`config.mk`:
```
export PLATFORM = sky130hd
export DESIGN_NAME = osb_ram_arbiter
export DESIGN_NICKNAME = d
export VERILOG_FILES = /design/src/rtl/osb_pkg.sv /design/src/rtl/osb_grant_pick.sv /design/src/rtl/osb_ram_arbiter.sv
export SDC_FILE = /design/constraint.sdc
export NUM_CORES = 1
export LEC_CHECK = 0
export ABC_AREA = 1
export BUFFER_PORTS_ARGS = -buffer_cell sky130_fd_sc_hd__buf_2
export CAP_MARGIN = 20
export CORE_MARGIN = 10
export CORE_UTILIZATION = 50
export CTS_BUF_LIST = sky130_fd_sc_hd__clkbuf_8
export DETAILED_ROUTE_END_ITERATION = 10
export PLACE_DENSITY = 0.85
export SETUP_SLACK_MARGIN = 0.1
export SLEW_MARGIN = 40
export SYNTH_ARGS = -nofsm -noshare
export SYNTH_HDL_FRONTEND = slang
export SYNTH_SLANG_ARGS = --single-unit
```
`constraint.sdc`:
```
create_clock -name clk_sys -period 3 [get_ports clk_sys]
set_input_delay 0.3 -clock clk_sys [delete_from_list [all_inputs] [get_ports clk_sys]]
set_output_delay 0.3 -clock clk_sys [all_outputs]
set_load 0.005 [all_outputs]
```
`src/rtl/osb_pkg.sv`:
```
`default_nettype none
// ============================================================================
// Module      : osb_pkg
// Description : Shared types and constants for the Osborne main-RAM arbiter.
//               Holds the arbiter state encoding, the grant encoding, the
//               default address/data widths and the eligibility bit indices.
// Revision    : 1.0 - initial release
// ============================================================================
package osb_pkg;

  localparam int OSB_ADDR_W = 16;
  localparam int OSB_DATA_W = 8;

  // Bit positions inside the eligibility vector handed to the grant picker
  localparam int ELIG_VID = 0;
  localparam int ELIG_IO  = 1;
  localparam int ELIG_CPU = 2;

  typedef enum logic [1:0] {
    IDLE    = 2'd0,
    ISSUE   = 2'd1,
    CAPTURE = 2'd2
  } state_t;

  typedef enum logic [1:0] {
    GNT_NONE = 2'd0,
    GNT_VID  = 2'd1,
    GNT_IO   = 2'd2,
    GNT_CPU  = 2'd3
  } grant_t;

  // Width of a saturating counter that must be able to hold max_skip
  function automatic int skip_cnt_w(input int max_skip);
    if (max_skip < 2) return 1;
    return $clog2(max_skip + 1);
  endfunction

endpackage
`default_nettype wire

```
`src/rtl/osb_grant_pick.sv`:
```
`default_nettype none
// ============================================================================
// Module      : osb_grant_pick
// Description : Combinational grant selection. Fixed priority vid > io > cpu,
//               overridden in favour of the CPU once the skip counter has
//               reached CPU_MAX_SKIP.
// Ports       : elig_i     - {cpu, io, vid} eligibility (req & ~ack)
//               skip_cnt_i - consecutive non-CPU grants while CPU pending
//               grant_o    - selected requester (GNT_NONE if nobody eligible)
// Revision    : 1.0 - initial release
// ============================================================================
module osb_grant_pick
  import osb_pkg::*;
#(
  parameter int CPU_MAX_SKIP = 2,
  parameter int SKIP_W       = skip_cnt_w(CPU_MAX_SKIP)
) (
  input  logic [2:0]        elig_i,
  input  logic [SKIP_W-1:0] skip_cnt_i,
  output grant_t            grant_o
);

  localparam logic [SKIP_W-1:0] SKIP_MAX = SKIP_W'(CPU_MAX_SKIP);

  always_comb begin
    grant_o = GNT_NONE;
    if (elig_i[ELIG_CPU] && (skip_cnt_i == SKIP_MAX)) begin
      grant_o = GNT_CPU;
    end else if (elig_i[ELIG_VID]) begin
      grant_o = GNT_VID;
    end else if (elig_i[ELIG_IO]) begin
      grant_o = GNT_IO;
    end else if (elig_i[ELIG_CPU]) begin
      grant_o = GNT_CPU;
    end
  end

endmodule
`default_nettype wire

```
`src/rtl/osb_ram_arbiter.sv`:
```
`default_nettype none
// ============================================================================
// Module      : osb_ram_arbiter
// Description : Shares the single-port 64 KiB main RAM between video fetch,
//               HPS ioctl download and the Z80. One access at a time is run
//               through IDLE -> ISSUE -> CAPTURE; completion is a one-cycle
//               ack per requester, with read data held until the next read.
// Ports       : clk_sys/reset_n        - clock, async active-low reset
//               vid_*                  - read-only video requester
//               io_*                   - write-only ioctl requester
//               cpu_*                  - read/write CPU requester
//               ram_*                  - registered RAM macro interface
//               busy                   - high whenever not IDLE
// Revision    : 1.0 - initial release
// ============================================================================
module osb_ram_arbiter
  import osb_pkg::*;
#(
  parameter int ADDR_W       = OSB_ADDR_W,
  parameter int DATA_W       = OSB_DATA_W,
  parameter int CPU_MAX_SKIP = 2
) (
  input  logic              clk_sys,
  input  logic              reset_n,
  input  logic              vid_req,
  input  logic [ADDR_W-1:0] vid_addr,
  output logic [DATA_W-1:0] vid_rdata,
  output logic              vid_ack,
  input  logic              io_req,
  input  logic [ADDR_W-1:0] io_addr,
  input  logic [DATA_W-1:0] io_wdata,
  output logic              io_ack,
  input  logic              cpu_req,
  input  logic              cpu_we,
  input  logic [ADDR_W-1:0] cpu_addr,
  input  logic [DATA_W-1:0] cpu_wdata,
  output logic [DATA_W-1:0] cpu_rdata,
  output logic              cpu_ack,
  output logic [ADDR_W-1:0] ram_addr,
  output logic              ram_we,
  output logic [DATA_W-1:0] ram_wdata,
  input  logic [DATA_W-1:0] ram_rdata,
  output logic              busy
);

  localparam int                SKIP_W   = skip_cnt_w(CPU_MAX_SKIP);
  localparam logic [SKIP_W-1:0] SKIP_MAX = SKIP_W'(CPU_MAX_SKIP);
  localparam logic [SKIP_W-1:0] SKIP_ONE = SKIP_W'(1);

  state_t              state_q,     state_d;
  grant_t              grant_q,     grant_d;
  logic                op_we_q,     op_we_d;
  logic [ADDR_W-1:0]   ram_addr_q,  ram_addr_d;
  logic                ram_we_q,    ram_we_d;
  logic [DATA_W-1:0]   ram_wdata_q, ram_wdata_d;
  logic [DATA_W-1:0]   vid_rdata_q, vid_rdata_d;
  logic [DATA_W-1:0]   cpu_rdata_q, cpu_rdata_d;
  logic                vid_ack_q,   vid_ack_d;
  logic                io_ack_q,    io_ack_d;
  logic                cpu_ack_q,   cpu_ack_d;
  logic [SKIP_W-1:0]   skip_cnt_q,  skip_cnt_d;

  logic [2:0]          elig;
  grant_t              pick;

  // A requester still showing its ack is dropping req; never regrant it.
  assign elig[ELIG_VID] = vid_req & ~vid_ack_q;
  assign elig[ELIG_IO]  = io_req  & ~io_ack_q;
  assign elig[ELIG_CPU] = cpu_req & ~cpu_ack_q;

  osb_grant_pick #(
    .CPU_MAX_SKIP (CPU_MAX_SKIP),
    .SKIP_W       (SKIP_W)
  ) u_grant_pick (
    .elig_i     (elig),
    .skip_cnt_i (skip_cnt_q),
    .grant_o    (pick)
  );

  always_ff @(posedge clk_sys or negedge reset_n) begin
    if (!reset_n) begin
      state_q     <= IDLE;
      grant_q     <= GNT_NONE;
      op_we_q     <= 1'b0;
      ram_addr_q  <= '0;
      ram_we_q    <= 1'b0;
      ram_wdata_q <= '0;
      vid_rdata_q <= '0;
      cpu_rdata_q <= '0;
      vid_ack_q   <= 1'b0;
      io_ack_q    <= 1'b0;
      cpu_ack_q   <= 1'b0;
      skip_cnt_q  <= '0;
    end else begin
      state_q     <= state_d;
      grant_q     <= grant_d;
      op_we_q     <= op_we_d;
      ram_addr_q  <= ram_addr_d;
      ram_we_q    <= ram_we_d;
      ram_wdata_q <= ram_wdata_d;
      vid_rdata_q <= vid_rdata_d;
      cpu_rdata_q <= cpu_rdata_d;
      vid_ack_q   <= vid_ack_d;
      io_ack_q    <= io_ack_d;
      cpu_ack_q   <= cpu_ack_d;
      skip_cnt_q  <= skip_cnt_d;
    end
  end

  always_comb begin
    state_d     = state_q;
    grant_d     = grant_q;
    op_we_d     = op_we_q;
    ram_addr_d  = ram_addr_q;
    ram_we_d    = ram_we_q;
    ram_wdata_d = ram_wdata_q;
    vid_rdata_d = vid_rdata_q;
    cpu_rdata_d = cpu_rdata_q;
    vid_ack_d   = 1'b0;
    io_ack_d    = 1'b0;
    cpu_ack_d   = 1'b0;
    skip_cnt_d  = skip_cnt_q;

    case (state_q)
      IDLE: begin
        if (!cpu_req) begin
          skip_cnt_d = '0;
        end
        if (pick != GNT_NONE) begin
          grant_d = pick;
          state_d = ISSUE;
        end
        case (pick)
          GNT_VID: begin
            ram_addr_d  = vid_addr;
            ram_we_d    = 1'b0;
            ram_wdata_d = '0;
            op_we_d     = 1'b0;
          end
          GNT_IO: begin
            ram_addr_d  = io_addr;
            ram_we_d    = 1'b1;
            ram_wdata_d = io_wdata;
            op_we_d     = 1'b1;
          end
          GNT_CPU: begin
            ram_addr_d  = cpu_addr;
            ram_we_d    = cpu_we;
            ram_wdata_d = cpu_wdata;
            op_we_d     = cpu_we;
            skip_cnt_d  = '0;
          end
          default: ;
        endcase
        // Count a pass-over only when the CPU is actually waiting.
        if (((pick == GNT_VID) || (pick == GNT_IO)) && cpu_req &&
            (skip_cnt_q != SKIP_MAX)) begin
          skip_cnt_d = skip_cnt_q + SKIP_ONE;
        end
      end

      ISSUE: begin
        ram_we_d = 1'b0;
        state_d  = CAPTURE;
      end

      CAPTURE: begin
        case (grant_q)
          GNT_VID: begin
            vid_rdata_d = ram_rdata;
            vid_ack_d   = 1'b1;
          end
          GNT_IO: begin
            io_ack_d = 1'b1;
          end
          GNT_CPU: begin
            if (!op_we_q) begin
              cpu_rdata_d = ram_rdata;
            end
            cpu_ack_d = 1'b1;
          end
          default: ;
        endcase
        grant_d = GNT_NONE;
        state_d = IDLE;
      end

      default: begin
        state_d = IDLE;
      end
    endcase
  end

  assign ram_addr  = ram_addr_q;
  assign ram_we    = ram_we_q;
  assign ram_wdata = ram_wdata_q;
  assign vid_rdata = vid_rdata_q;
  assign cpu_rdata = cpu_rdata_q;
  assign vid_ack   = vid_ack_q;
  assign io_ack    = io_ack_q;
  assign cpu_ack   = cpu_ack_q;
  assign busy      = (state_q != IDLE);

endmodule
`default_nettype wire

```
# Word-level counts from Yosys, hierarchy flattened
# Index checks and enable logic that the tools add are counted.
[word_totals] reg_bits=51 in_bits=78
[op_classes] reduce_logical=16 n_bitwise=7 n_addsub=1 mux=21 eq_ne=13
[ops] op="case mux 16 bit (3 select lines)" count=1
[ops] op="case mux 8 bit (3 select lines)" count=1
[ops] op="two-way mux 2 bit" count=9
[ops] op="equality test 2 bit (second input constant)" count=6
[ops] op="AND reduction 2 bit" count=5
[ops] op="case mux 2 bit (2 select lines)" count=2
[ops] op="nonzero test 2 bit" count=4
[ops] op="equality test 2 x 1 -> 1 bit (second input constant)" count=3
[ops] op="two-way mux 1 bit" count=6
[ops] op="inequality test 2 bit (second input constant)" count=2
[ops] op="inequality test 4 x 3 -> 1 bit (second input constant)" count=1
[ops] op="inverter 1 bit" count=4
[ops] op="AND 1 bit" count=3
[ops] op="logical AND 1 bit" count=3
[ops] op="inequality test 3 x 1 -> 1 bit (second input constant)" count=1
[ops] op="case mux 1 bit (3 select lines)" count=1
[ops] op="AND reduction 3 bit" count=1
[ops] op="nonzero test 3 bit" count=1
[ops] op="adder 2 x 1 -> 2 bit (second input constant)" count=1
[ops] op="zero test 2 bit" count=1
[ops] op="case mux 1 bit (2 select lines)" count=1
[ops] op="logical OR 1 bit" count=1

# Depth between registers and ports, before layout
# Gate-level depths: netlist of run 1.
[depth] ltp_word=12 mapped_depth=15

# Cells and area by module
# A second synthesis of run 1 with hierarchy kept.
[unflattened] hier_cells=375 hier_area_um2=2698.8
[by_module_without_submodules] module="osb_ram_arbiter" cells_each=367 n_inst=1 area_each_um2=2660.1
[by_module_without_submodules] module="osb_grant_pick" cells_each=8 n_inst=1 area_each_um2=38.8

# Worst setup path after synthesis of run 1
# No wires, ideal clock.
[synth_timing] path_type="register -> register" startpoint="register skip_cnt_q[0]" endpoint="register ram_addr_q[10], in the netlist ram_addr[10]" setup_time_ps=65 t_arrival_ps=1741 setup_slack_ps=1194 required_time_ps=2935 path_stages_with_launch=16 path_buffers=2 path_cell_list="dfrtp_1 > inv_1 > ha_1 > inv_1 > nand3_1 > nand2_1 > nand2_1 > inv_1 > ha_1 > buf_2 > nor2_4 > buf_4 > nand2_1 > nand3_1 > nand2_1 > nand2_1"
[synth_via] elab_chain_len=6
[synth_lines] element="start: declaration" line="osb_ram_arbiter.sv:61" rtl="logic [SKIP_W-1:0] skip_cnt_q, skip_cnt_d;"
[synth_lines] element="start signal: assignment" line="osb_ram_arbiter.sv:106" rtl="skip_cnt_q <= skip_cnt_d;"
[synth_lines] element="equality test 2 bit *" line="osb_grant_pick.sv:27" rtl="if (elig_i[ELIG_CPU] && (skip_cnt_i == SKIP_MAX)) begin"
[synth_lines] element="logical AND 1 bit *" line="osb_grant_pick.sv:27"
[synth_lines] element="two-way mux 2 bit *" line="osb_grant_pick.sv:27"
[synth_lines] element="equality test 2 x 1 -> 1 bit or equality test 2 bit (tied branches)" line="osb_ram_arbiter.sv:133" rtl="case (pick)"
[synth_lines] element="nonzero test 3 bit (no line)"
[synth_lines] element="AND reduction 2 bit (no line)"
[synth_lines] element="end signal: assignment" line="osb_ram_arbiter.sv:98" rtl="ram_addr_q <= ram_addr_d;"
[synth_lines] element="end: declaration" line="osb_ram_arbiter.sv:53" rtl="logic [ADDR_W-1:0] ram_addr_q, ram_addr_d;"
# Every way passes the cells marked *; elsewhere a longest branch is shown, timed or not.
# A chain may end at the register's enable or synchronous reset.

# Final worst setup path of run 1
[layout_timing] startpoint="register skip_cnt_q[0]" endpoint="register ram_wdata_q[7], in the netlist ram_wdata[7]"
[layout_via] elab_chain_len=6
[layout_lines] element="equality test 2 bit *" line="osb_grant_pick.sv:27"
[layout_lines] element="logical AND 1 bit *" line="osb_grant_pick.sv:27"
[layout_lines] element="two-way mux 2 bit *" line="osb_grant_pick.sv:27"
[layout_lines] element="equality test 2 x 1 -> 1 bit or equality test 2 bit (tied branches)" line="osb_ram_arbiter.sv:133"
[layout_lines] element="nonzero test 3 bit (no line)"
[layout_lines] element="AND reduction 2 bit (no line)"
[layout_lines] element="end signal: assignment" line="osb_ram_arbiter.sv:100" rtl="ram_wdata_q <= ram_wdata_d;"
[layout_lines] element="end: declaration" line="osb_ram_arbiter.sv:55" rtl="logic [DATA_W-1:0] ram_wdata_q, ram_wdata_d;"
# Marks and branches as above.

==> run summary, run 1 <==
CTS clk-pin slew, worst paths -> 90 ps
largest fanout on the critical path -> 26
achievable frequency -> 466.2 MHz
VDD IR-drop max -> 0.0004613 V
clk_skew -> 10.41 ps
HP Start -> ram_rdata[4]
detailed router's first-iteration violation count -> 121
CTS max path bufs -> 2
core footprint -> 0.005042 mm²
antenna violations before repair -> 0
final setup vio count -> 0
outcome -> complete, no violations
PwrDens -> 821.8 mW/mm²
Synth Area per Inst -> 7.641 µm²
crit start category -> register
Switching Fraction -> 40.73%
Worst setup EP type -> register
Final ANT Viol Nets -> 0
Hold Fails Final Rpt -> 0
minimum clock period -> 2145 ps
routed vias -> 2519
port bufs -> 122
Fillers -> 435
HP Class -> input pin to register
layout cells sized above 1 -> 33.84%
largest net degree at the start of global routing -> 37
WS Path Type -> register to register
final core occ -> 65.43%
Slew HR -> 67.91%
cell count after synthesis -> 337
final worst slack -> 855.1 ps
Max-Cap Viols -> 0
ant diodes -> 0
critical path cell sequence -> inv_1, ha_1, inv_1, nand3_1, nand2_1, nand2_1, inv_1, ha_1, inv_1, nand2_2, inv_4, nand2_1, nand2_1
Clk pwr share -> 14.0%
Hold Path Stages -> 3
FF-to-FF End -> ram_wdata[7]
switching pwr -> 1.104 mW
number of global-route vias before repair -> 2580
Worst Reg2Reg Path Length in Cells -> 13
Die Span X -> 91.77 µm
count of cell types in the netlist -> 20
setup slack, reg-to-reg -> 860 ps
NumNets Final -> 540
DRT Wirelength -> 7364 µm
GRT Util Overall -> 17.14%
Skew-Pair Late Insertion Delay -> 300 ps
Post-DP HPWL -> 5833 µm
Sequential Power Share -> 42.4%
worst endpoint required time -> 3240 ps
Worst path max stage delay -> 400 ps
#FFs+latches synth -> 51
net count after synthesis -> 420
routed len/inst -> 13.95 µm
Clock Sinks -> 51
Num CTS Buffers -> 5
GP Congestion -> 0.8835
Pleak -> 1.994 nW
CTS Root Cell -> clkbuf_8
first-pass GRT wire length -> 12160 µm
std cell rows -> 26
cell internal pwr -> 1.607 mW
initial core utilization -> 51.07%
CTS tree -> yes
origin of the critical flop-to-flop path -> skip_cnt_q[0]
CP bufs+invs -> 5
Logic pwr share -> 43.6%
total die area -> 0.008421 mm²
DRC Markers -> 0
CP max stage cell -> dfrtp_1
post-synthesis sequential area ratio -> 49.56%
Worst Tran Pin Value -> 479.6 ps
RSZ-0062 raised after global routing -> no
H-tree levels -> 2
IO Pins -> 123
synth warn -> 0
mapped cell area -> 0.002575 mm²
DR pass1 iterations -> 4
global route overflow -> 0
pre-CTS WS -> 850.9 ps
max-slew violations -> 0
CP delay by family, top -> simple AND/OR/NAND/NOR gates
crit path DAT -> 2390 ps
worst hold endpoint -> cpu_rdata[4]
Tcrit/Tclk final -> 71.50%
Layout area overhead -> 28.13%
Die Ht -> 91.77 µm
setup TNS -> 0 ps
Avg Vias per Cell -> 4.771
synth_stat cells:
cell     number  area, µm²
nand2_4       1      11.26
dfrtp_1      51       1276
nand3_4       1      17.52
inv_2         3      11.26
buf_6         4      45.04
nand2_2       5      31.28
nor2_2        1      6.260
nor3_1        1      5.000
inv_4         1      6.260
nor2_1        7      26.28
nand3_1      23      115.1
inv_1        25      93.84
nor2_4        2      22.52
buf_2         8      40.04
buf_4         1      7.510
o21ai_1       8      40.04
nand2_1     179      671.9
o21ai_0       3      15.01
o21ai_2       8      70.07
ha_1          5      62.56
power by group through the flow:
stage | clock network [mW] | registers (mW) | logic [mW]
final | 0.379 | 1.15 | 1.18
after global routing | 0.412 | 1.18 | 1.36
after CTS | 0.388 | 1.15 | 1.21
after detailed placement | 0 | 1.16 | 1.20
after global placement | 0 | 1.15 | 1.16
after floorplan | 0 | 1.17 | 0.710
layout make-up:
type / instances / area (µm²) / area share (%)
Multi-Input combinational cell: 244 / 1095 / 33.18
Timing Repair Buffer: 126 / 645.6 / 19.57
Tap cell: 70 / 87.58 / 2.655
Inverter: 29 / 111.4 / 3.375
Clock inverter: 3 / 15.01 / 0.4551
Sequential cell: 51 / 1276 / 38.68
Clock buffer: 5 / 68.82 / 2.086
cell families after synthesis:
group	count (synthesis)	share of synthesized area (%)
adder cells (fa/ha/maj)	5	2.430
AO/OA/AOI/OAI	19	4.859
flip-flops	51	49.56
AND/OR/NAND/NOR	220	35.23
buffers and inverters	42	7.920
state kept, by name (all words and copies together) (netlist names):
name        cells
cpu_ack         1
cpu_rdata       8
grant_q         2
io_ack          1
op_we_q         1
ram_addr       16
ram_wdata       8
ram_we          1
skip_cnt_q      2
state_q         2
vid_ack         1
vid_rdata       8
layout by cell type, fill, tap and decap left out, types with 2 or more instances in the layout:
master,count
nand2_1,179
buf_2,121
dfrtp_1,51
inv_1,25
nand3_1,23
o21ai_1,8
o21ai_2,8
nor2_1,7
nand2_2,5
ha_1,5
clkbuf_8,5
buf_4,4
inv_2,3
o21ai_0,3
clkinv_2,3
nor2_4,2
stage by stage:
step	total power [mW]	instance area (µm²)	hold WS, ps	cells
2_1_floorplan	1.878	2575	4.409	337
3_3_place_gp	2.307	3203	421.4	519
3_5_place_dp	2.359	3203	425.6	519
4_1_cts	2.741	3287	96.64	527
5_1_grt	2.952	3299	251.8	528
6_report	2.711	3299	256.4	528
worst reg2reg max path: stages (launching register included):
cell and delay [ps]:
dfrtp_1 400, inv_1 90, ha_1 170, inv_1 70, nand3_1 90, nand2_1 50
nand2_1 90, inv_1 90, ha_1 190, inv_1 60, nand2_2 280, inv_4 340
nand2_1 100, nand2_1 70
what timing repair did:
action / 4_1_cts / 5_1_grt
setup buffers: 0 / 0
hold endpoints to repair: 0 / 35
resized for setup: 0 / 0
hold buffers: 0 / 1
routing by layer:
layer	wire length, µm	GRT usage [%]	up-vias
li1	-	-	1261
met1	3253	20.64	1131
met2	3407	29.38	122
met3	663	5.297	5
met4	39	3.856	0
met5	0	0	-
how the worst max path moves through the flow:
| stage | start | to | slack (ps) | cells past startpoint |
|---|---|---|---|---|
| global route | skip_cnt_q[0] | ram_addr[11] | 620 | 13 |
| CTS | skip_cnt_q[0] | op_we_q | 830 | 12 |
| finish | skip_cnt_q[0] | ram_wdata[7] | 860 | 13 |
| detailed placement | skip_cnt_q[0] | op_we_q | 850 | 12 |
| floorplan | skip_cnt_q[0] | ram_addr[10] | 1190 | 15 |
| global placement | skip_cnt_q[0] | op_we_q | 990 | 12 |
Power figures use the tool's default switching activity.
==> inputs of run 2 (changes only) <==
--- a/config.mk
+++ b/config.mk
@@ -9,10 +9,10 @@
 export BUFFER_PORTS_ARGS = -buffer_cell sky130_fd_sc_hd__buf_2
 export CAP_MARGIN = 20
 export CORE_MARGIN = 10
-export CORE_UTILIZATION = 50
+export CORE_UTILIZATION = 43
 export CTS_BUF_LIST = sky130_fd_sc_hd__clkbuf_8
 export DETAILED_ROUTE_END_ITERATION = 10
-export PLACE_DENSITY = 0.85
+export PLACE_DENSITY = 0.78
 export SETUP_SLACK_MARGIN = 0.1
 export SLEW_MARGIN = 40
 export SYNTH_ARGS = -nofsm -noshare
==> constraint.sdc (replaced) <==
create_clock -name clk_sys -period 1.9 [get_ports clk_sys]
set_input_delay 0.19 -clock clk_sys [delete_from_list [all_inputs] [get_ports clk_sys]]
set_output_delay 0.19 -clock clk_sys [all_outputs]
set_load 0.005 [all_outputs]
==> run 2 against run 1 <==
Compared with the run above: setup slack got worse by 840 ps; flip-flop and latch count unchanged; sequential share of layout area decreased by 7.2 points; register-to-register slack got worse by 840 ps; via count increased by 8.2%; first-iteration DRC count increased by 1.7%; clock power increased by 98%; critical path type unchanged.
==> run summary, run 2 (synthesis results as in run 1) <==
Hold Fails Final Rpt -> 0 (unchanged)
Hold Slack -> 137.0 ps (was 256.4 ps)
commonest non-fill, non-tap cell in the layout -> nand2_1 (unchanged)
HP Class -> input pin to register (unchanged)
DRT Wirelength -> 9420 µm (was 7364 µm)
GP Congestion -> 0.9020 (was 0.8835)
Die Span X -> 97.39 µm (was 91.77 µm)
footprint of the multi-input gates -> 0.001443 mm² (was 0.001095 mm²)
Pleak -> 2.333 nW (was 1.994 nW)
Clock Sinks -> 51 (unchanged)
total die area -> 0.009484 mm² (was 0.008421 mm²)
PwrDens -> 1389 mW/mm² (was 821.8 mW/mm²)
Post-DP HPWL -> 5794 µm (was 5833 µm)
Worst Tran Pin Value -> 700.8 ps (was 479.6 ps)
register area -> 0.001276 mm² (unchanged)
core footprint -> 0.005851 mm² (was 0.005042 mm²)
crit start category -> register (unchanged)
Hold Path Stages -> 3 (unchanged)
CP bufs+invs -> 4 (was 5)
Slew HR -> 53.28% (was 67.91%)
Avg Vias per Cell -> 4.921 (was 4.771)
antenna violations before repair -> 0 (unchanged)
largest fanout on the critical path -> 8 (was 26)
most frequent cells in the layout -> 129 x nand2_1, 122 x buf_2, 51 x dfrtp_1 (was 179 x nand2_1, 121 x buf_2, 51 x dfrtp_1)
setup slack, reg-to-reg -> 10 ps (was 860 ps)
GRT Util Overall -> 17.66% (was 17.14%)
Final ANT Viol Nets -> 0 (unchanged)
NumNets Final -> 562 (was 540)
max reg flops -> 16 (unchanged)
Num CTS Buffers -> 5 (unchanged)
layout cells sized above 1 -> 51.57% (was 33.84%)
Worst setup EP type -> register (unchanged)
outcome -> complete, no violations (unchanged)
number of global-route vias before repair -> 2765 (was 2580)
DR pass1 iterations -> 4 (unchanged)
clk_skew -> 13.62 ps (was 10.41 ps)
initial core utilization -> 44.01% (was 51.07%)
achievable frequency -> 529.9 MHz (was 466.2 MHz)
crit path DAT -> 2140 ps (was 2390 ps)
global route overflow -> 0 (unchanged)
port bufs -> 122 (unchanged)
largest net degree at the start of global routing -> 29 (was 37)
Worst Reg2Reg Path Length in Cells -> 14 (was 13)
H-tree levels -> 2 (unchanged)
Worst path max stage delay -> 410 ps (was 400 ps)
Max-Cap Viols -> 0 (unchanged)
std cell rows -> 28 (was 26)
detailed router's first-iteration violation count -> 123 (was 121)
routed vias -> 2726 (was 2519)
CP delay by family, top -> simple AND/OR/NAND/NOR gates (unchanged)
first-pass GRT wire length -> 13990 µm (was 12160 µm)
WS Path Type -> register to register (unchanged)
Fillers -> 437 (was 435)
Skew-Pair Late Insertion Delay -> 310 ps (was 300 ps)
worst endpoint required time -> 2150 ps (was 3240 ps)
final core occ -> 69.38% (was 65.43%)
max-slew violations -> 0 (unchanged)
routed len/inst -> 17.00 µm (was 13.95 µm)
Die Ht -> 97.39 µm (was 91.77 µm)
RSZ-0062 raised after global routing -> yes (was no)
DRC Markers -> 0 (unchanged)
CTS clk-pin slew, worst paths -> 90 ps (about the same)
CTS Root Cell -> clkbuf_8 (unchanged)
ant diodes -> 0 (unchanged)
VDD IR-drop max -> 0.0007940 V (was 0.0004613 V)
CTS max path bufs -> 2 (unchanged)
CP max stage cell -> dfrtp_1 (unchanged)
Layout area overhead -> 57.63% (was 28.13%)
Tcrit/Tclk final -> 99.32% (was 71.50%)
IO Pins -> 123 (unchanged)
final setup vio count -> 0 (unchanged)
CTS tree -> yes (unchanged)
critical path cell sequence -> ha_4, inv_2, nand3_2, nand2_2, nand2_2, buf_6, ha_4, nor2_4, buf_6, buf_16, nand2_1, nand3_1, nand2_1, nand2_1 (was inv_1, ha_1, inv_1, nand3_1, nand2_1, nand2_1, inv_1, ha_1, inv_1, nand2_2, inv_4, nand2_1, nand2_1)
minimum clock period -> 1887 ps (was 2145 ps)
Crit path depth -> 14 (was 13)
Most common cell on crit path -> nand2_1
run 2: changes by cell type in the layout (fill, tap and decap cells not counted), moves of 6 or more:
cell,delta
nand2_1,-50
buf_6,+6
nand3_1,-8
nand2_2,+31
nand2_4,+19
nand3_2,+6
buf_12,+6
run 2: repair_timing:
| action | CTS | global route |
|---|---|---|
| cloned | 4 | 6 |
| endpoints found under the hold margin | 26 | 0 |
| buffers inserted | 10 | 3 |
| hold buffers | 1 | 0 |
| resized for setup | 32 | 92 |
| endpoints found under the setup margin | 28 | 30 |
| pin swaps | 9 | 31 |
run 2: final timing paths:
check                                    from           end
worst max-delay path            skip_cnt_q[1]  ram_addr[11]
worst min-delay path             ram_rdata[6]  cpu_rdata[6]
worst max register to register  skip_cnt_q[1]  ram_addr[11]
worst min register to register    ram_addr[2]   ram_addr[2]
max in group asynchronous             reset_n    state_q[0]
min in group asynchronous             reset_n   ram_addr[5]
run 2: cell type report:
| cell class | count | area share, % |
|---|---|---|
| inverter | 29 | 3.329 |
| tap | 75 | 2.312 |
| timing repair buffer | 145 | 23.80 |
| timing repair inverter | 3 | 0.9556 |
| multi-input combinational | 244 | 35.54 |
| clock inverter | 2 | 0.9248 |
| sequential | 51 | 31.44 |
| clock buffer | 5 | 1.695 |
run 2: through the flow:
step / total power, mW / cells / setup slack (ps) / TNS, ps / instance area (µm²)
after detailed placement: 3.801 / 528 / -35.18 / -149.5 / 3277
after floorplan: 2.966 / 337 / 117.6 / 0 / 2575
final: 5.639 / 554 / 12.94 / 0 / 4059
after global placement: 3.728 / 528 / 46.56 / 0 / 3277
after CTS: 5.189 / 550 / 102.5 / 0 / 3731
after global routing: 6.051 / 554 / -88.12 / -592.0 / 4059
run 2: routing by layer:
layer  GRT usage [%]  wire length (µm)  vias up
met1           21.54              3462     1252
met4           4.698               184        0
met2           29.08              4746      143
met3           5.832              1026       15
met5               0                 0        -
li1                -                 -     1316
run 2: worst reg2reg max path, stage by stage, from the launching register on:
cell     delay (ps)
dfrtp_1         410
ha_4            170
inv_2            60
nand3_2          70
nand2_2          70
nand2_2          60
buf_6           120
ha_4            170
nor2_4          190
buf_6           140
buf_16          120
nand2_1          60
nand3_1          80
nand2_1          60
nand2_1          50
run 2: where the power goes:
group	switching (mW)	internal (mW)
combinational	1.70	1.33
sequential	0.316	1.54
clock	0.367	0.385
